### config.mk
export PLATFORM = sky130hd
export DESIGN_NAME = pkt_src_arbiter
export DESIGN_NICKNAME = d
export VERILOG_FILES = /design/src/rtl/pkt_pkg.sv /design/src/rtl/pkt_src_arbiter_rr_pick.sv /design/src/rtl/pkt_src_arbiter.sv
export SDC_FILE = /design/constraint.sdc
export NUM_CORES = 1
export LEC_CHECK = 0
export CELL_PAD_IN_SITES_DETAIL_PLACEMENT = 0
export CELL_PAD_IN_SITES_GLOBAL_PLACEMENT = 1
export CORE_MARGIN = 4
export CORE_UTILIZATION = 25
export DETAILED_ROUTE_END_ITERATION = 10
export GPL_TIMING_DRIVEN = 0
export PLACE_DENSITY_LB_ADDON = 0.3
export RECOVER_POWER = 25
export SLEW_MARGIN = 20
export SYNTH_ARGS = -nofsm -noshare
export SYNTH_HDL_FRONTEND = slang
export SYNTH_SLANG_ARGS = --single-unit
### constraint.sdc
create_clock -name clk -period 6.2 [get_ports clk]
set_input_delay 0.93 -clock clk [delete_from_list [all_inputs] [get_ports clk]]
set_output_delay 0.93 -clock clk [all_outputs]
set_load 0.03 [all_outputs]
### src/rtl/pkt_pkg.sv
// Shared types and constants for the packet source arbiter.
package pkt_pkg;

  typedef enum logic [1:0] {
    PKT_DATA = 2'd0,
    PKT_CTRL = 2'd1,
    PKT_RESP = 2'd2,
    PKT_RSVD = 2'd3
  } pkt_type_e;

  typedef enum logic {
    ARB  = 1'b0,
    LOCK = 1'b1
  } arb_state_e;

  localparam int STALL_CNT_W = 8;

endpackage

### src/rtl/pkt_src_arbiter_rr_pick.sv
// Combinational cyclic first-one finder: returns the first set request at or
// after ptr, wrapping from N-1 back to 0.
module rr_pick #(
  parameter int N  = 4,
  parameter int IW = $clog2(N)
) (
  input  logic [N-1:0]  req,
  input  logic [IW-1:0] ptr,
  output logic [N-1:0]  pick,
  output logic [IW-1:0] idx,
  output logic          any
);

  logic [IW-1:0] cand;

  always_comb begin
    pick = '0;
    idx  = '0;
    any  = 1'b0;
    cand = '0;
    for (int i = 0; i < N; i++) begin
      cand = IW'((int'(ptr) + i) % N);
      if (!any && req[cand]) begin
        any       = 1'b1;
        idx       = cand;
        pick[cand] = 1'b1;
      end
    end
  end

endmodule

### src/rtl/pkt_src_arbiter.sv
// Round-robin packet-granular arbiter with a stall watchdog in front of the
// packet controller. Optional ctrl-type priority: PKT_ARB_CTRL_PRIO_EN.
module pkt_src_arbiter
  import pkt_pkg::*;
#(
  parameter int NUM_SRC   = 4,
  parameter int STALL_MAX = 8,
  localparam int IW       = $clog2(NUM_SRC)
) (
  input  logic                 clk,
  input  logic                 rst,
  input  logic [NUM_SRC-1:0]   req_valid,
  input  logic [NUM_SRC-1:0]   req_eof,
  input  logic [2*NUM_SRC-1:0] req_type,
  output logic [NUM_SRC-1:0]   req_ready,
  output logic                 out_valid,
  output logic                 out_eof,
  output logic [1:0]           out_type,
  output logic [IW-1:0]        out_src_id,
  input  logic                 out_ready,
  output logic [NUM_SRC-1:0]   grant,
  output logic                 timeout_err,
  output arb_state_e           dbg_state
);

  arb_state_e             state, state_nxt;
  logic [IW-1:0]          rr_ptr, rr_ptr_nxt;
  logic [NUM_SRC-1:0]     grant_nxt;
  logic [IW-1:0]          src_id_nxt;
  logic [STALL_CNT_W-1:0] stall_cnt, stall_nxt;
  logic                   tmo_nxt;
  logic [IW-1:0]          next_ptr;

  logic [NUM_SRC-1:0]     pick_oh;
  logic [IW-1:0]          pick_idx;
  logic                   pick_any;

`ifdef PKT_ARB_CTRL_PRIO_EN
  logic [NUM_SRC-1:0] ctrl_req, ctrl_oh, all_oh;
  logic [IW-1:0]      ctrl_idx, all_idx;
  logic               ctrl_any, all_any;

  for (genvar gi = 0; gi < NUM_SRC; gi++) begin : g_ctrl
    assign ctrl_req[gi] = req_valid[gi] && (req_type[2*gi+1 -: 2] == PKT_CTRL);
  end

  rr_pick #(.N(NUM_SRC), .IW(IW)) u_pick_ctrl (
    .req (ctrl_req),
    .ptr (rr_ptr),
    .pick(ctrl_oh),
    .idx (ctrl_idx),
    .any (ctrl_any)
  );

  rr_pick #(.N(NUM_SRC), .IW(IW)) u_pick_all (
    .req (req_valid),
    .ptr (rr_ptr),
    .pick(all_oh),
    .idx (all_idx),
    .any (all_any)
  );

  // Any ctrl requester wins; otherwise fall back to plain round-robin.
  assign pick_oh  = ctrl_any ? ctrl_oh  : all_oh;
  assign pick_idx = ctrl_any ? ctrl_idx : all_idx;
  assign pick_any = all_any;
`else
  rr_pick #(.N(NUM_SRC), .IW(IW)) u_pick (
    .req (req_valid),
    .ptr (rr_ptr),
    .pick(pick_oh),
    .idx (pick_idx),
    .any (pick_any)
  );
`endif

  assign next_ptr  = (out_src_id == IW'(NUM_SRC - 1)) ? '0 : out_src_id + 1'b1;
  assign dbg_state = state;

  always_ff @(posedge clk or negedge rst) begin
    if (!rst) begin
      state       <= ARB;
      rr_ptr      <= '0;
      grant       <= '0;
      out_src_id  <= '0;
      stall_cnt   <= '0;
      timeout_err <= 1'b0;
    end else begin
      state       <= state_nxt;
      rr_ptr      <= rr_ptr_nxt;
      grant       <= grant_nxt;
      out_src_id  <= src_id_nxt;
      stall_cnt   <= stall_nxt;
      timeout_err <= tmo_nxt;
    end
  end

  // Handshake: a beat moves when the granted source's req_valid and
  // out_ready are both high; req_ready mirrors out_ready for that source only.
  always_comb begin
    state_nxt  = state;
    rr_ptr_nxt = rr_ptr;
    grant_nxt  = grant;
    src_id_nxt = out_src_id;
    stall_nxt  = stall_cnt;
    tmo_nxt    = 1'b0;
    out_valid  = 1'b0;
    out_eof    = 1'b0;
    out_type   = 2'd0;
    req_ready  = '0;

    case (state)
      ARB: begin
        if (pick_any) begin
          grant_nxt  = pick_oh;
          src_id_nxt = pick_idx;
          stall_nxt  = '0;
          state_nxt  = LOCK;
        end
      end
      LOCK: begin
        out_valid             = req_valid[out_src_id];
        out_eof               = req_eof[out_src_id];
        out_type              = req_type[{out_src_id, 1'b0} +: 2];
        req_ready[out_src_id] = out_ready;
        if (req_valid[out_src_id]) begin
          stall_nxt = '0;
          if (out_ready && req_eof[out_src_id]) begin
            state_nxt  = ARB;
            rr_ptr_nxt = next_ptr;
            grant_nxt  = '0;
          end
        end else if (stall_cnt >= STALL_CNT_W'(STALL_MAX - 1)) begin
          // Counter is about to reach STALL_MAX: revoke the grant now.
          tmo_nxt    = 1'b1;
          stall_nxt  = '0;
          state_nxt  = ARB;
          rr_ptr_nxt = next_ptr;
          grant_nxt  = '0;
        end else if (!(&stall_cnt)) begin
          stall_nxt = stall_cnt + 1'b1;
        end
      end
      default: state_nxt = ARB;
    endcase
  end

endmodule
# Word level (Yosys, flattened, before mapping)
# Cells that the tools add are included.
[totals] register_bits=18 output_inout_bits=16 in_bits=19
[classes] shift=1 n_eq_ne=6 order_cmp=11 n_addsub=5 reduce_logical=18 muxes=60 bitwise=5
[op_table] operator="$mux 4" count=9
[op_table] operator="$mux 8" count=4
[op_table] operator="$mux 1" count=24
[op_table] operator="$mux 2" count=9
[op_table] operator="$pmux 8 s2" count=1
[op_table] operator="$lt 2x3->1 const B" count=5
[op_table] operator="$bmux 1 s2" count=6
[op_table] operator="$or 4x4->4" count=3
[op_table] operator="$demux 1 s2" count=5
[op_table] operator="$ge 2x1->1 const B" count=5
[op_table] operator="$logic_and 1x1->1" count=9
[op_table] operator="$add 8x1->8 const B" count=1
[op_table] operator="$ge 8x3->1 const B" count=1
[op_table] operator="$pmux 4 s2" count=1
[op_table] operator="$reduce_and 8->1" count=1
[op_table] operator="$shiftx 8x4->2" count=1
[op_table] operator="$reduce_and 3->1" count=2
[op_table] operator="$add 2x1->2 const B" count=2
[op_table] operator="$add 2x2->2 const B" count=2
[op_table] operator="$and 4x4->4" count=1
[op_table] operator="$ne 4x4->1 const B" count=1
[op_table] operator="$reduce_and 2->1" count=2
[op_table] operator="$logic_not 1->1" count=3
[op_table] operator="$ne 3x1->1 const B" count=1
[op_table] operator="other kinds (7)" count=7

# Depth between registers and ports, before layout
[logic_depth] ltp_word=14 ltp_mapped=7 ltp_nobuf=6

# Modules after synthesis
# Synthesis repeated with hierarchy kept, for this count alone.
[unflattened] hier_cells=146 hier_area_um2=1485.2
[by_module_without_submodules] module="pkt_src_arbiter" cells_per_inst=101 instances=1 seq_area_each_um2=450.4 area_each_um2=1066.0
[by_module_without_submodules] module="rr_pick" cells_per_inst=45 instances=1 seq_area_each_um2=0.0 area_each_um2=419.2

# Worst setup path after synthesis
# Ideal clock, no wire load.
[synth_timing] path_kind="input to output" startpoint="input port req_valid[3]" endpoint="output port out_valid" t_required_ns=5.270 arrival_time_ns=1.876 path_slack_ns=3.394 path_stages=3 path_buffers=1 path_cell_list="buf_6 mux4_2 and2_1"
[synth_between] elab_chain_cells=3
[synth_rtl] element="start, declared" line_no="pkt_src_arbiter.sv:12" rtl="input logic [NUM_SRC-1:0] req_valid,"
[synth_rtl] element="$bmux 1 s2" line_no="pkt_src_arbiter.sv:122" rtl="out_valid = req_valid[out_src_id];"
[synth_rtl] element="$mux 1 (implied by the code)" line_no="pkt_src_arbiter.sv:122"
[synth_rtl] element="$mux 1" line_no="pkt_src_arbiter.sv:112" rtl="case (state)"
[synth_rtl] element="end, declared" line_no="pkt_src_arbiter.sv:16" rtl="output logic out_valid,"
# No other way between the ends. The select of a mux whose other input is x is not followed.

# Final worst setup path
[layout_timing] startpoint="input port req_valid[1]" endpoint="output port out_valid"
# The elaborated chain is that of the path after synthesis.

==> results.toml <==
[cells_and_area]
area_delta_synth_final_pct = 31.7
drive_gt1_frac = 0.142
fillers = 602
diodes = 0
nNetsFinal = 215

[worst_setup_path]
crit_path_max_fanout = 9
required_ns = 5.27
crit_path_top_delay_cell = "mux4_2"
crit_buf_inv = 2
max_stage_delay_ns = 0.62
setup.worst_path.end_class = "output pin"
critical_path_class = "input pin to output pin"
cpMostUsedCell = "clkdlybuf4s50_1"
crit_arrival_ns = 2.94
rr_worst_depth = 7
setup.worst_path.end = "out_valid"
worstReg2RegEnd = "grant[1]"
rr_startpoint = "rr_ptr[0]"
cp_cell_sequence = "clkdlybuf4s50_1 > mux4_2 > and2_1 > clkdlybuf4s50_1"
rrSetupSlack_ns = 3.66
startpoint = "req_valid[1]"
cp.depth = 4
crit_family = "buffers and inverters"
critPathLaunchType = "input pin"

[timing]
rsz0062_at_grt = "false"
final.setup_skew_ns = 0.00618
tns_ns = 0
finalHoldViolCount = 0
period_minus_slack_ns = 3.87
slew_violations = 0
tightest_slew_ns = 0.863
relSlewSlack = 0.423
period_share = 0.624
clock.fmax_ghz = 0.258
finalSetupViolations = 0

[grt]
grt_max_degree = 19
gr-total-overflow = 0
grtUsageTotal = 0.105
grt_pass1_vias = 1290
grt_pass1_wl_um = 6100
antenna_found_initial = 0

[cts]
ctsHoldBuffers = 0
cts_buffer_depth = 2
cts_buffers = 3
cts_resized = 0
path_clk_slew_ns = 0.07
cts_setup_buffers = 0
clk_latency_ns = 0.26
root_buffer = "clkbuf_8"
cts_sinks = 18
h-tree-depth = 1
tritoncts = "yes"

[synthesis]
synth_top_family_by_area = "simple AND/OR/NAND/NOR gates"
async_flop_share = 1.00
synth_compound_area_frac = 0.156
syn_nets = 178
yosys.area.top_type = "dfrtp_1"
netlist_area_mm2 = 0.00147
synthTopCellsByArea = "dfrtp_1 31%, mux4_2 11%, ha_1 10%"
yosysUniqueCellTypes = 32
postSynthCellCount = 147
ys_warn_count = 0
muxShareOfSynthArea = 0.181
synthSimpleGateAreaFrac = 0.188
synth-edff-count = 0
synth_seq_cells = 18
synth_top_area_share = 0.307
synth-main-ff-cell = "dfrtp_1"
yosys.area_share.xor_xnor = 0
synth_common_cells = "18 x dfrtp_1, 13 x inv_1, 12 x ha_1, 12 x nor2_1, 9 x nand2_1"
synthAdderAreaFrac = 0.102
avgSynthCellArea_um2 = 9.98
synthMostInstantiatedCell = "dfrtp_1"
yosysSeqAreaShare = 0.307

[floorplan]
die_h_um = 84.6
num_io_pins = 35
initial_core_util = 0.262
coreArea_mm2 = 0.00561
die_area_mm2 = 0.00716
rows = 27
die_w_um = 84.6

[route]
wire_per_inst_um = 14.7
drc = 0
wl_met1_um = 1650
route.met2.wl_um = 1820
first_iter_violations = 43
via_per_inst = 5.03
top_layer = "met4"
wl_met3_um = 243
vias = 1283
dr.pass1.iters = 4
ant_nets = 0
finalWirelength_um = 3760

[power]
finalPower_w = 0.000873
peakVddDrop_mv = 0.188
p_leak_nw = 0.836
pwr_density_cell_mw_per_mm2 = 452

[placement]
dp_hpwl_um = 2860
port_buffers = 32
gp_congestion = 0.830

[worst_hold_path]
holdCritPathClass = "register to register"

[run]
max_cap_violations = 0

[outcome]
status = "complete, no violations"
[cells in the final DEF, fill, tap and decap left out, drive strengths merged, types with 6 or more instances in the layout]
cell type / synthesis / layout
clkbuf: 2 / 6
o221ai: 8 / 8
nand2: 9 / 9
dfrtp: 18 / 18
ha: 12 / 12
and3: 7 / 7
inv: 13 / 13
buf: 6 / 6
mux4: 7 / 7
clkdlybuf4s50: 0 / 31
mux2: 6 / 6
nor2: 12 / 12
[metal layers]
metal | vias up | GRT usage
li1 | 614 | -
met1 | 620 | 0.124
met2 | 45 | 0.181
met3 | 4 | 0.0314
met4 | 0 | 0.0302
met5 | - | 0
[logic make-up after synthesis]
family	Yosys count
AND/OR/NAND/NOR	49
adder cells (fa/ha/maj)	12
buffers and inverters	21
multiplexers	17
flip-flops	18
AO/OA/AOI/OAI	30
[metrics by stage]
| stage | setup WS [ns] | util | area, um2 | hold slack (ns) | instances |
|---|---|---|---|---|---|
| floorplan | 3.39 | - | 1470 | 0.455 | 147 |
| global placement | 2.35 | 0.335 | 1880 | 0.479 | 251 |
| detailed placement | 2.32 | 0.335 | 1880 | 0.478 | 251 |
| CTS | 2.32 | 0.345 | 1930 | 0.495 | 255 |
| global route | 2.24 | 0.345 | 1930 | 0.528 | 255 |
| finish | 2.33 | 0.345 | 1930 | 0.494 | 255 |
[sequential cells by signal, indices dropped and copies added (netlist names)]
name,count
stall_cnt,8
grant,4
out_src_id,2
rr_ptr,2
dbg_state,1
timeout_err,1
[worst min path at each step]
stage	slack, ns	endpoint	startpoint	cells past startpoint
after detailed placement	0.48	stall_cnt[3]	stall_cnt[3]	2
after global placement	0.48	stall_cnt[3]	stall_cnt[3]	2
after floorplan	0.46	stall_cnt[3]	stall_cnt[3]	2
after CTS	0.50	stall_cnt[3]	stall_cnt[3]	2
after global routing	0.53	stall_cnt[3]	stall_cnt[3]	2
final	0.49	stall_cnt[3]	stall_cnt[3]	2
[final cells by class]
type / count / area, um2 / share of cell area
Timing Repair Buffer: 32 / 320 / 0.166
Buffer: 8 / 48.8 / 0.0252
Multi-Input combinational cell: 108 / 920 / 0.476
Sequential cell: 18 / 450 / 0.233
Clock buffer: 4 / 55.1 / 0.0285
Tap cell: 72 / 90.1 / 0.0466
Inverter: 13 / 48.8 / 0.0252
[where the power goes]
part | switching (W) | internal, W | total (W)
clock network | 0.0000409 | 0.0000565 | 0.0000973
registers | 0.0000403 | 0.000149 | 0.000190
logic | 0.000324 | 0.000263 | 0.000586
[tightest hold or removal path: cells and delay by family, from the launching register on]
| family | cells | cell delay (ns) |
|---|---|---|
| DFF | 1 | 0.37 |
| and+or+nand+nor | 2 | 0.10 |
No activity file was read; power rests on OpenSTA's default activity.
